--- config.mk ---
export PLATFORM = sky130hd
export DESIGN_NAME = ifq_pop_stage
export DESIGN_NICKNAME = d
export VERILOG_FILES = /design/src/rtl/ifq_pop_stage.sv
export SDC_FILE = /design/constraint.sdc
export NUM_CORES = 1
export LEC_CHECK = 0
export BUFFER_PORTS_ARGS = -buffer_cell sky130_fd_sc_hd__buf_2
export CORE_MARGIN = 2
export CORE_UTILIZATION = 53
export CTS_CLUSTER_SIZE = 20
export DETAILED_ROUTE_END_ITERATION = 8
export HOLD_SLACK_MARGIN = 0.06
export MAX_ROUTING_LAYER = met4
export PLACE_DENSITY = 0.84
export SYNTH_ARGS = -nofsm -noshare
export SYNTH_HDL_FRONTEND = slang
export SYNTH_SLANG_ARGS = --single-unit
--- constraint.sdc ---
create_clock -name Clk -period 2 [get_ports Clk]
set_input_delay 0.4 -clock Clk [delete_from_list [all_inputs] [get_ports Clk]]
set_output_delay 0.4 -clock Clk [all_outputs]
set_load 0.05 [all_outputs]
--- src/rtl/ifq_pop_stage.sv ---
// Pop stage behind the instruction fetch queue: issues credit-limited pops,
// buffers the one-cycle-late FIFO data in two slots and hands entries to decode.
module ifq_pop_stage #(
    parameter int FIFOWIDE = 32,
    parameter int SEQWIDE  = 8
) (
    input  logic                Clk,
    input  logic                Rest,
    input  logic                FifoEmpty,
    input  logic [FIFOWIDE-1:0] FifoDout,
    output logic                FifoRable,
    output logic                FifoClean,
    input  logic                Flush,
    output logic                OutValid,
    output logic [FIFOWIDE-1:0] OutData,
    output logic [SEQWIDE-1:0]  OutSeq,
    input  logic                OutReady
);

    typedef enum logic [1:0] {
        EMPTY = 2'd0,
        ONE   = 2'd1,
        TWO   = 2'd2
    } state_t;

    state_t                    state_q, state_d;
    logic                      in_flight;
    logic                      head, tail;
    logic [1:0][FIFOWIDE-1:0]  slot;
    logic [SEQWIDE-1:0]        seq;
    logic                      pop;
    logic [1:0]                count;
    logic [1:0]                credit;

    assign count    = state_q;
    assign OutValid = (state_q != EMPTY);
    assign pop      = OutValid && OutReady;

    // Occupancy once this cycle settles; a new pop is allowed only if its data
    // will still find a free slot when it lands next cycle.
    assign credit    = count + {1'b0, in_flight} - {1'b0, pop};
    assign FifoRable = Rest && !Flush && !FifoEmpty && (credit < 2'd2);
    assign FifoClean = Flush;

    assign OutData = slot[head];
    assign OutSeq  = seq;

    always_ff @(posedge Clk or negedge Rest) begin
        if (!Rest) state_q <= EMPTY;
        else       state_q <= state_d;
    end

    always_comb begin
        state_d = state_q;
        if (Flush) begin
            state_d = EMPTY;
        end else begin
            case ({in_flight, pop})
                2'b10: begin
                    case (state_q)
                        EMPTY:   state_d = ONE;
                        ONE:     state_d = TWO;
                        default: state_d = state_q;
                    endcase
                end
                2'b01: begin
                    case (state_q)
                        ONE:     state_d = EMPTY;
                        TWO:     state_d = ONE;
                        default: state_d = state_q;
                    endcase
                end
                default: state_d = state_q;
            endcase
        end
    end

    always_ff @(posedge Clk or negedge Rest) begin
        if (!Rest) begin
            in_flight <= 1'b0;
            head      <= 1'b0;
            tail      <= 1'b0;
            slot      <= '0;
            seq       <= '0;
        end else if (Flush) begin
            // Data returning next cycle is dropped because in_flight clears here.
            in_flight <= 1'b0;
            head      <= 1'b0;
            tail      <= 1'b0;
            seq       <= '0;
        end else begin
            in_flight <= FifoRable;
            if (in_flight) begin
                slot[tail] <= FifoDout;
                tail       <= ~tail;
            end
            if (pop) begin
                head <= ~head;
                seq  <= seq + 1'b1;
            end
        end
    end

endmodule

# Word-level counts from Yosys, hierarchy flattened
# Cells that the tools add are included.
[classes]
n_addsub = 3
n_mux = 16
n_eq_ne = 6
order_cmp = 4
reduce_logical = 14
bitwise_logic = 3
[op_table]
columns = ["cell", "count"]
rows = [
  ["$mux W32", 3],
  ["$bwmux W64", 1],
  ["$demux W32 S1", 1],
  ["$mux W8", 2],
  ["$pmux W2 S2", 3],
  ["$add A8 B1 Y8 const B", 1],
  ["$reduce_bool A2 Y1", 3],
  ["$logic_and A1 B1 Y1", 5],
  ["$mux W1", 5],
  ["$eq A2 B1 Y1 const B", 2],
  ["$eq A2 B2 Y1 const B", 2],
  ["$lt A1 B2 Y1 const B", 2],
  ["$ne A4 B3 Y1 const B", 1],
  ["$ne A4 B4 Y1 const B", 1],
  ["$not A1 Y1", 3],
  ["$reduce_and A3 Y1", 1],
  ["$reduce_bool A3 Y1", 1],
  ["$add A2 B1 Y2", 1],
  ["$logic_not A1 Y1", 2],
  ["$logic_not A2 Y1", 1],
  ["$lt A2 B2 Y1 const B", 1],
  ["$mux W2", 1],
  ["$reduce_and A2 Y1", 1],
  ["$sub A2 B1 Y2", 1],
  ["$ge A1 B1 Y1 const B", 1],
]
[totals]
out_inout_bits = 43
elab_cells = 53
register_bits = 77
inputBits = 37

# Depth between registers and ports, before layout
# Gate-level depths: netlist of the first run.
[logic_depth]
ltp_word = 6
ltp_mapped = 4

# Worst setup path before layout of the first run
# Ideal clock, no wire load.
[synth_path]
path_type = "register -> output"
start = "register state_q[0], in the netlist count[0]"
end = "output FifoRable"
path_stages_with_launch = 5
slack_ns = 0.298
n_path_buf = 1
t_arrival_ns = 1.302
required_time_ns = 1.600
cell_sequence = "dfrtp_1 > buf_4 > or2b_1 > a21oi_1 > o211a_1"
[synth_via]
elab_chain_cells = 5
[synth_lines]
columns = ["item", "line_no", "rtl"]
rows = [
  ["start: declaration", "26", "state_t state_q, state_d;"],
  ["start signal: assignment", "50", "else state_q <= state_d;"],
  ["parallel branches: the longest is 2 deep, another holds $add A2 B1 Y2", "--", ""],
  ["$sub A2 B1 Y2 *", "41", "assign credit = count + {1'b0, in_flight} - {1'b0, pop};"],
  ["$lt A2 B2 Y1 *", "42", "assign FifoRable = Rest && !Flush && !FifoEmpty && (credit < 2'd2);"],
  ["$logic_and A1 B1 Y1 *", "42", ""],
  ["end: declaration", "11", "output logic FifoRable,"],
]
# Every way passes the cells marked *.

# Final worst setup path of the first run
# Ends and elaborated chain as after synthesis.

==> results of run 1 <==
==> layout make-up <==
class                      count  area [um2]
clock inverter                 6         134
clock buffer                  10         138
fill                         468        2040
multi-input combinational    150        1450
timing repair buffer          91         532
sequential                    77        1930
tap                           77        96.3
==> critical path, cell delays in order (launching register included) <==
cell,delay [ns]
dfrtp_2,0.45
and2b_2,0.22
mux2i_2,0.21
o211a_1,0.20
buf_6,0.15
==> logic make-up after synthesis <==
kind of cell	Yosys count	synth area share
DFF	77	0.559
and+or+nand+nor	29	0.0479
xor gates and xnor gates	4	0.0102
AOI/OAI and AO/OA	18	0.0345
muxes	98	0.319
adders and majority gates	1	0.00363
buffers and inverters	15	0.0261
==> routing by layer <==
layer,vias up,share of wire,global-route usage
li1,1052,-,-
met1,1133,0.43,0.249
met2,61,0.51,0.321
met3,13,0.043,0.0413
met4,0,0.021,0.104
met5,-,0,-
==> registers in the layout (all words and copies together) (netlist names) <==
name / count
tail: 1
count: 2
slot: 64
in_flight: 1
OutSeq: 8
head: 1
==> worst min-delay path by stage <==
stage | slack, ns | depth (start not counted) | end
detailed placement | 0.48 | 1 | slot[6]
global placement | 0.47 | 1 | slot[6]
CTS | 0.11 | 2 | count[1]
finish | 0.10 | 2 | count[1]
global route | 0.15 | 2 | slot[15]
floorplan | 0.10 | 0 | OutSeq[0]
==> synth_stat cells (all sizes together) (2+ instances only) <==
cell type and count:
o31ai 2, mux2 96, a21oi 7, or4 3
o211a 2, nand4 2, nand3b 2, mux2i 2
nand2 3, clkbuf 2, xor2 3, or2 2
buf 13, dfrtp 77, or3 2, o21ai 4
nor2 10
==> timing repair <==
action / 4_1_cts / 5_1_grt
resized for setup: 3 / 4
pin swaps: 0 / 2
setup endpoints to repair: 1 / 1
setup buffers: 0 / 3
==> power groups by stage <==
| stage | combinational [mW] | clock [mW] | sequential, mW |
|---|---|---|---|
| floorplan | 1.16 | 0 | 1.95 |
| global placement | 1.42 | 0 | 1.97 |
| detailed placement | 1.45 | 0 | 1.99 |
| CTS | 1.46 | 1.59 | 1.96 |
| global route | 1.53 | 1.65 | 1.99 |
| finish | 1.45 | 1.56 | 1.96 |
==> per-stage QoR <==
stage | hold WS, ns | utilization
2_1_floorplan | 0.104 | -
3_3_place_gp | 0.467 | 0.628
3_5_place_dp | 0.480 | 0.628
4_1_cts | 0.113 | 0.672
5_1_grt | 0.147 | 0.677
6_report | 0.102 | 0.677
==> metrics.md, run 1 <==
| Metric | Value |
|---|---|
| Vias per std cell | 5.50 |
| Post-synth EDFFs | 0 |
| Clock Skews | 0.0119 ns |
| Pre-CTS setup slack | 0.214 ns |
| Most common cell after layout, fill and taps aside | mux2_2 |
| CTS tree | yes |
| Worst skew pair latency | 0.35 ns |
| Overflow left after global routing | 0 |
| # IOs | 80 |
| Die width | 84.7 um |
| Run status | finished clean |
| Syn Inst Count | 242 |
| Net count after synthesis | 280 |
| Synth async-reset ratio | 1.00 |
| Fmax | 503 MHz |
| Synth top area share | 0.559 |
| Worst slew pin tran | 0.535 ns |
| Clock root cell | clkbuf_8 |
| Psw | 1.64 mW |
| Total wire length | 6730 um |
| Starting Density | 0.546 |
| WL/cell | 16.4 um |
| FF-to-FF Start | OutSeq[0] |
| Maximum root-to-sink buffer count | 2 |
| Vias in the first global route | 2362 |
| Crit path to | FifoRable |
| Int Power | 3.33 mW |
| Flop-to-flop setup slack | 0.55 ns |
| Core Rows | 29 |
| Final hold vios | 0 |
| Global-route wire length before repair | 11000 um |
| # nets final | 367 |
| R2R Path End | OutSeq[6] |
| Area added between synthesis and finish | 24.0% |
| FF-to-FF path depth | 4 |
| Leakage | 2.08 nW |
| Post-synthesis sequential area ratio | 0.559 |
| PwrDens | 1160 mW/mm2 |
| Die area | 0.00717 mm2 |
| Post-synthesis average cell area | 14.3 um2 |
| Worst EP required | 1.60 ns |
| Critical path origin | count[0] |
| Final setup margin | 0.0102 ns |
| Port Buffer Count | 79 |
| Worst-path clk slew | 0.08 ns |
| CTS buffer count | 9 |
| Max Slew Vio Count | 0 |
| Dpl cell area | 0.00397 mm2 |
| Yosys reg bits | 77 |
| Synth top area cells | dfrtp_1 (56%), mux2_2 (31%), buf_4 (1.5%) |
| Finish-stage setup viols | 0 |
| Clk sinks | 77 |
| Dpl cells | 392 |
| CP Capture Type | output pin |
| Die H | 84.7 um |
| Final non-filler cell total | 411 |
| CP Launch Type | flip-flop |
| Crit Path Max Fanout | 7 |
| Commonest cells after routing, fill and taps aside | mux2_2 (94), buf_2 (77), dfrtp_1 (74) |
| Final Power | 4.97 mW |
| Fraction of layout cells with a size suffix above 1 | 0.635 |
| Rel. slew slack | 0.643 |
| DRT Pass-1 Iters | 4 |
| Core region area | 0.00631 mm2 |
| Mapped Area | 0.00345 mm2 |
| Warnings from Yosys | 0 |
| Largest net degree at the start of global routing | 42 |
| Max cap viols | 0 |
| Clock power frac | 0.314 |
| Path type of the worst setup path | reg2out |
| Crit path DAT | 1.59 ns |
| Worst vdd ir | 0.674 mV |
| Post-route clock period utilization | 0.995 |
| Combinational Power Share | 0.292 |
| Total GRT Usage | 0.204 |
| ANT cells | 0 |
| First DRT Iteration DRCs | 92 |
| Htree depth | 3 |
| Setup_tns | 0 ns |
| Net Sw Frac | 0.330 |
| Drt drc | 0 |
| Final ANT Viol Nets | 0 |
| Synth area leader | dfrtp_1 |
| Worst Hold Class | in2async |
| Seq pwr share | 0.394 |
| Final Instance Area | 0.00428 mm2 |
| RePlAce Congestion | 0.828 |
| Via Count | 2259 |
| Top_reg_cell synth | dfrtp_1 |
| # hold bufs at CTS | 0 |
| Initial antenna violation count | 0 |
| Final critical-path required period | 1.99 ns |
| Number of library cell types mapped by synthesis | 31 |
| Detail Placement HPWL | 4380 um |
No activity file was read; power rests on OpenSTA's default activity.
==> inputs of run 2 (changes only) <==
Settings changed: CORE_UTILIZATION 53 to 56, CTS_BUF_LIST set to sky130_fd_sc_hd__clkbuf_4 sky130_fd_sc_hd__clkbuf_8, PLACE_DENSITY 0.84 to 0.88.
==> run 2 against run 1 <==
Net effect: non-clock buffer count shrank 1; first-iteration DRC count decreased by 26%; combinational power barely moved; clock skew fell by 0.0043 ns; largest power group unchanged; routed wire length fell by 1.4%; die area decreased by 5.1%.
==> metrics.md, run 2 (synthesized netlist as in run 1, its figures left out) <==
| Metric | Value |
|---|---|
| PwrDens | 1070 mW/mm2 (-7.7%) |
| Final setup margin | 0.0728 ns (+0.0626 ns) |
| Starting Density | 0.583 (+0.0363) |
| Worst Hold Class | in2reg |
| First DRT Iteration DRCs | 68 (-26%) |
| Finish-stage setup viols | 0 (unchanged) |
| CTS buffer count | 9 (unchanged) |
| Worst slew pin tran | 0.813 ns (+0.278 ns) |
| Leakage | 2.04 nW (-2.3%) |
| Final critical-path required period | 1.93 ns (-0.0626 ns) |
| Core region area | 0.00592 mm2 (-6.2%) |
| Final Instance Area | 0.00417 mm2 (-2.6%) |
| ANT cells | 0 (unchanged) |
| DRT Pass-1 Iters | 4 (unchanged) |
| Clk sinks | 77 (unchanged) |
| Top reg by flops | slot |
| Drt drc | 0 (unchanged) |
| Commonest cells after routing, fill and taps aside | mux2_2 (94), buf_2 (77), dfrtp_1 (74) |
| Worst skew pair latency | 0.34 ns (about the same) |
| Fmax | 519 MHz (+3.2%) |
| Crit path DAT | 1.53 ns (-0.06 ns) |
| CTS tree | yes |
| Worst vdd ir | 0.589 mV (-13%) |
| Vias in the first global route | 2309 (-2.2%) |
| Vias per std cell | 5.50 (about the same) |
| Core Rows | 28 (-3.4%) |
| Overflow left after global routing | 0 (unchanged) |
| Port Buffer Count | 79 (unchanged) |
| Critical Path Max Stage Delay | 0.44 ns (about the same) |
| Path type of the worst setup path | reg2out |
| Worst EP required | 1.60 ns (about the same) |
| Detail Placement HPWL | 4520 um (+3.1%) |
| Total wire length | 6630 um (-1.4%) |
| Global-route wire length before repair | 10600 um (-3.8%) |
| Run status | finished clean |
| CP Capture Type | output pin |
| Max reg flops | 64 (unchanged) |
| Die area | 0.00680 mm2 (-5.1%) |
| Die H | 82.5 um (-2.6%) |
| Final ANT Viol Nets | 0 (unchanged) |
| Clock root cell | clkbuf_8 |
| Dpl cell area | 0.00394 mm2 (-0.57%) |
| Max Slew Vio Count | 0 (unchanged) |
| Initial antenna violation count | 0 (unchanged) |
| Filler instances | 421 (-10%) |
| RSZ-0062 raised after global routing | no |
| Cell Chain, Critical Path | or2b_1, a21oi_2, o211a_1, buf_6 |
| CP Launch Type | flip-flop |
| Pre-CTS setup slack | 0.170 ns (-0.0444 ns) |
| Post-route clock period utilization | 0.964 (-0.0313) |
| Largest net degree at the start of global routing | 67 (+60%) |
| Rel. slew slack | 0.458 (-0.185) |
| WL/cell | 16.3 um (-0.67%) |
| Area added between synthesis and finish | 20.8% |
| # IOs | 80 (unchanged) |
| Via Count | 2243 (-0.71%) |
| Total GRT Usage | 0.217 (+0.0135) |
| Slowest CP cell | dfrtp_2 |
| Final hold vios | 0 (unchanged) |
| Worst-path clk slew | 0.08 ns (about the same) |
| Die width | 82.5 um (-2.6%) |
| Maximum root-to-sink buffer count | 2 (unchanged) |
| Max cap viols | 0 (unchanged) |
| Crit Path Max Fanout | 5 (-2) |
| RePlAce Congestion | 0.846 (+2.2%) |
| Fraction of layout cells with a size suffix above 1 | 0.628 (-0.00710) |
| Htree depth | 3 (unchanged) |
| Most common cell after layout, fill and taps aside | mux2_2 |
| Setup_tns | 0 ns (unchanged) |
| Fin util | 0.704 (+0.0264) |
| Clock Skews | 0.00760 ns (-0.00433 ns) |
| # nets final | 366 (-0.27%) |
-- run 2: cell count changes in the layout (fill, tap and decap cells not counted) --
cell	previous run	this run
bufinv_16	4	0
buf_4	10	8
clkinv_2	1	3
buf_12	3	2
buf_6	1	2
clkbuf_4	0	1
clkbuf_8	10	11
clkinv_4	1	0
clkinvlp_4	0	1
dlygate4sd3_1	0	1
mux2i_1	1	2
mux2i_2	1	0
-- run 2: worst paths after layout --
kind	end	slack [ns]	cells after the start	start
max in group asynchronous	slot[36]	0.48	3	Rest
max	FifoRable	0.07	4	count[0]
min	slot[6]	0.29	2	FifoDout[6]
min reg2reg	slot[5]	0.49	1	slot[5]
max reg2reg	OutSeq[6]	0.55	4	OutSeq[0]
min in group asynchronous	in_flight	0.47	2	Rest
-- run 2: timing repair --
item                                    CTS  global route
setup buffers                             0             2
hold buffers                              1             0
hold endpoints to repair                 11             0
pin swaps                                 0             1
gates resized for setup                   4             3
endpoints found under the setup margin    1            21
-- run 2: through the flow --
step	power [mW]	std cells	hold WS, ns
finish	4.47	408	0.290
global route	4.70	408	0.276
CTS	4.51	406	0.276
detailed placement	3.44	389	0.256
global placement	3.39	389	0.251
floorplan	3.11	242	0.104
-- run 2: final cells by class --
cell class,instances,area [um2],area share
timing repair buffer,90,518,0.124
clock buffer,12,159,0.0381
clock inverter,4,22.5,0.00541
multi-input combinational,150,1440,0.346
sequential,77,1930,0.463
tap,75,93.8,0.0225
-- run 2: routing by layer --
layer,vias to the layer above,wire length [um],GRT usage
met1,1125,2830,0.252
met2,59,3300,0.355
met5,-,0,-
li1,1048,-,-
met3,11,390,0.0533
met4,0,110,0.103
-- run 2: critical path: cells and delay by family (launching register included) --
kind	cells	cell delay, ns
buffers and inverters	1	0.16
flip-flops	1	0.44
AND/OR/NAND/NOR	1	0.25
AO/OA/AOI/OAI	2	0.35
-- run 2: report_power, final --
part	total, mW	internal, mW	switching (mW)
clock	1.06	0.526	0.533
combinational	1.45	0.511	0.937
sequential	1.96	1.83	0.132
total	4.47	2.87	1.60
==> inputs of run 3 (changes only) <==
Settings changed: CORE_UTILIZATION 56 to 50, PLACE_DENSITY 0.88 to 0.8.
==> run 3 against run 2 <==
Net effect: final cell count grew 0.98%; via count shrank 0.27%; routed wire length shrank 5.1%; total power grew 6.5%; sequential cell count is the same; count of clock-buffer cells in the layout shrank 2; first-iteration DRC count shrank 37%; register-to-register slack is essentially flat; critical path type unchanged; largest power group unchanged.
==> metrics.md, run 3 (synthesized netlist as in run 1, its figures left out) <==
| Metric | Value |
|---|---|
| Final ANT Viol Nets | 0 (unchanged) |
| Starting Density | 0.513 (-0.0692) |
| Path type of the worst setup path | reg2out |
| Rel. slew slack | 0.604 (+0.145) |
| Max reg flops | 64 (unchanged) |
| DRT Pass-1 Iters | 5 (+1) |
| Die width | 87.1 um (+5.5%) |
| Global-route wire length before repair | 10200 um (-3.3%) |
| Port Buffer Count | 79 (unchanged) |
| # IOs | 80 (unchanged) |
| Fin util | 0.630 (-0.0737) |
| Total GRT Usage | 0.181 (-0.0356) |
| Overflow left after global routing | 0 (unchanged) |
| # nets final | 366 (unchanged) |
| Fraction of layout cells with a size suffix above 1 | 0.633 (+0.00490) |
| Worst EP required | 1.60 ns (about the same) |
| Most common cell after layout, fill and taps aside | mux2_2 |
| CTS buffer count | 9 (unchanged) |
| Dpl cells | 395 (+1.5%) |
| Core region area | 0.00672 mm2 (+13%) |
| Post-route clock period utilization | 0.968 (+0.00489) |
| Filler instances | 525 (+25%) |
| PwrDens | 1120 mW/mm2 (+4.9%) |
| Clk sinks | 77 (unchanged) |
| Vias in the first global route | 2213 (-4.2%) |
| CTS tree | yes |
| Clock root cell | clkbuf_8 |
| Vias per std cell | 5.43 (-1.2%) |
| Clock Skews | 0.00563 ns (-0.00198 ns) |
| WL/cell | 15.3 um (-6.0%) |
| Fmax | 516 MHz (-0.50%) |
| Detail Placement HPWL | 4360 um (-3.6%) |
| Leakage | 2.06 nW (+1.3%) |
| Core Rows | 30 (+7.1%) |
| Die H | 87.1 um (+5.5%) |
| Largest net degree at the start of global routing | 51 (-24%) |
| First DRT Iteration DRCs | 43 (-37%) |
| WL met3 | 268 um (-31%) |
| Worst slew pin tran | 0.594 ns (-0.218 ns) |
| Dpl cell area | 0.00397 mm2 (+0.67%) |
| Area added between synthesis and finish | 22.7% |
| Worst-path clk slew | 0.07 ns (about the same) |
| DR top layer | met4 |
| Setup_tns | 0 ns (unchanged) |
| Met2 routed WL | 3030 um (-8.4%) |
| Initial antenna violation count | 0 (unchanged) |
| Final non-filler cell total | 412 (+0.98%) |
| Crit Path Max Fanout | 8 (+3) |
| Final hold vios | 0 (unchanged) |
| Total wire length | 6300 um (-5.1%) |
| Max cap viols | 0 (unchanged) |
| Via Count | 2237 (-0.27%) |
| Top reg by flops | slot |
| Drt drc | 0 (unchanged) |
| CP Launch Type | flip-flop |
| Commonest cells after routing, fill and taps aside | mux2_2 (94), buf_2 (77), dfrtp_1 (74) |
| Routed length on met1 | 2900 um (+2.4%) |
| Crit path DAT | 1.54 ns (about the same) |
| Final critical-path required period | 1.94 ns (+0.00978 ns) |
| Finish-stage setup viols | 0 (unchanged) |
| ANT cells | 0 (unchanged) |
| Final Power | 4.76 mW (+6.5%) |
| Final Instance Area | 0.00423 mm2 (+1.6%) |
| Run status | finished clean |
| RePlAce Congestion | 0.753 (-11%) |
| Max Slew Vio Count | 0 (unchanged) |
| Maximum root-to-sink buffer count | 2 (unchanged) |
| Die area | 0.00758 mm2 (+11%) |
| CP Capture Type | output pin |
| Worst skew pair latency | 0.33 ns (about the same) |
| Worst Hold Class | in2async |
| Worst vdd ir | 0.530 mV (-10%) |
| Htree depth | 3 (unchanged) |
==> run 3: cell types whose count changed in the layout (fill, tap and decap cells not counted), sizes merged <==
cell / before / now
clkinv: 3 / 2
bufinv: 0 / 3
clkbuf: 12 / 10
clkinvlp: 1 / 0
buf: 89 / 90
dlygate4sd3: 1 / 0
==> run 3: stage by stage <==
| stage | hold WS (ns) | setup slack [ns] |
|---|---|---|
| after global routing | 0.0957 | -0.00645 |
| after floorplan | 0.104 | 0.298 |
| after detailed placement | 0.441 | 0.194 |
| after CTS | 0.0758 | 0.00332 |
| final | 0.0788 | 0.0631 |
| after global placement | 0.450 | 0.240 |
==> run 3: metal layers <==
layer	vias to the layer above	global-route usage
met5	-	-
met4	0	0.0795
met3	10	0.0370
met2	65	0.288
met1	1117	0.225
li1	1045	-
==> run 3: worst max-delay path, stage by stage, from the launching register on <==
cell and delay [ns]:
dfrtp_2 0.45, and2b_2 0.22, mux2i_2 0.15, o211a_1 0.24
buf_6 0.15
==> run 3: path summary, 6_finish.rpt <==
check	startpoint	to	slack, ns	cells past startpoint
max	count[0]	FifoRable	0.06	4
max reg2reg	count[0]	OutSeq[7]	0.54	4
min in group Clk	FifoDout[5]	slot[5]	0.30	2
max in group asynchronous	Rest	slot[40]	0.99	3
min reg2reg	slot[5]	slot[5]	0.49	1
min	Rest	OutSeq[2]	0.08	2
==> run 3: layout make-up <==
cell class / instances / area (um2) / share of cell area
clock buffer: 10 / 131 / 0.0310
clock inverter: 5 / 100 / 0.0236
tap: 80 / 100 / 0.0236
timing repair buffer: 90 / 524 / 0.124
multi-input combinational: 150 / 1450 / 0.342
sequential: 77 / 1930 / 0.456
==> run 3: where the power goes <==
part	total, mW	switching [mW]	internal [mW]
sequential	1.96	0.133	1.83
combinational	1.44	0.931	0.514
clock	1.35	0.522	0.832
total	4.76	1.59	3.17
==> run 3: what timing repair did <==
| item | 4_1_cts | 5_1_grt |
|---|---|---|
| hold buffers | 0 | 0 |
| pin swaps | 0 | 2 |
| gates resized for setup | 3 | 4 |
| buffers inserted | 0 | 2 |
| endpoints found under the setup margin | 1 | 1 |
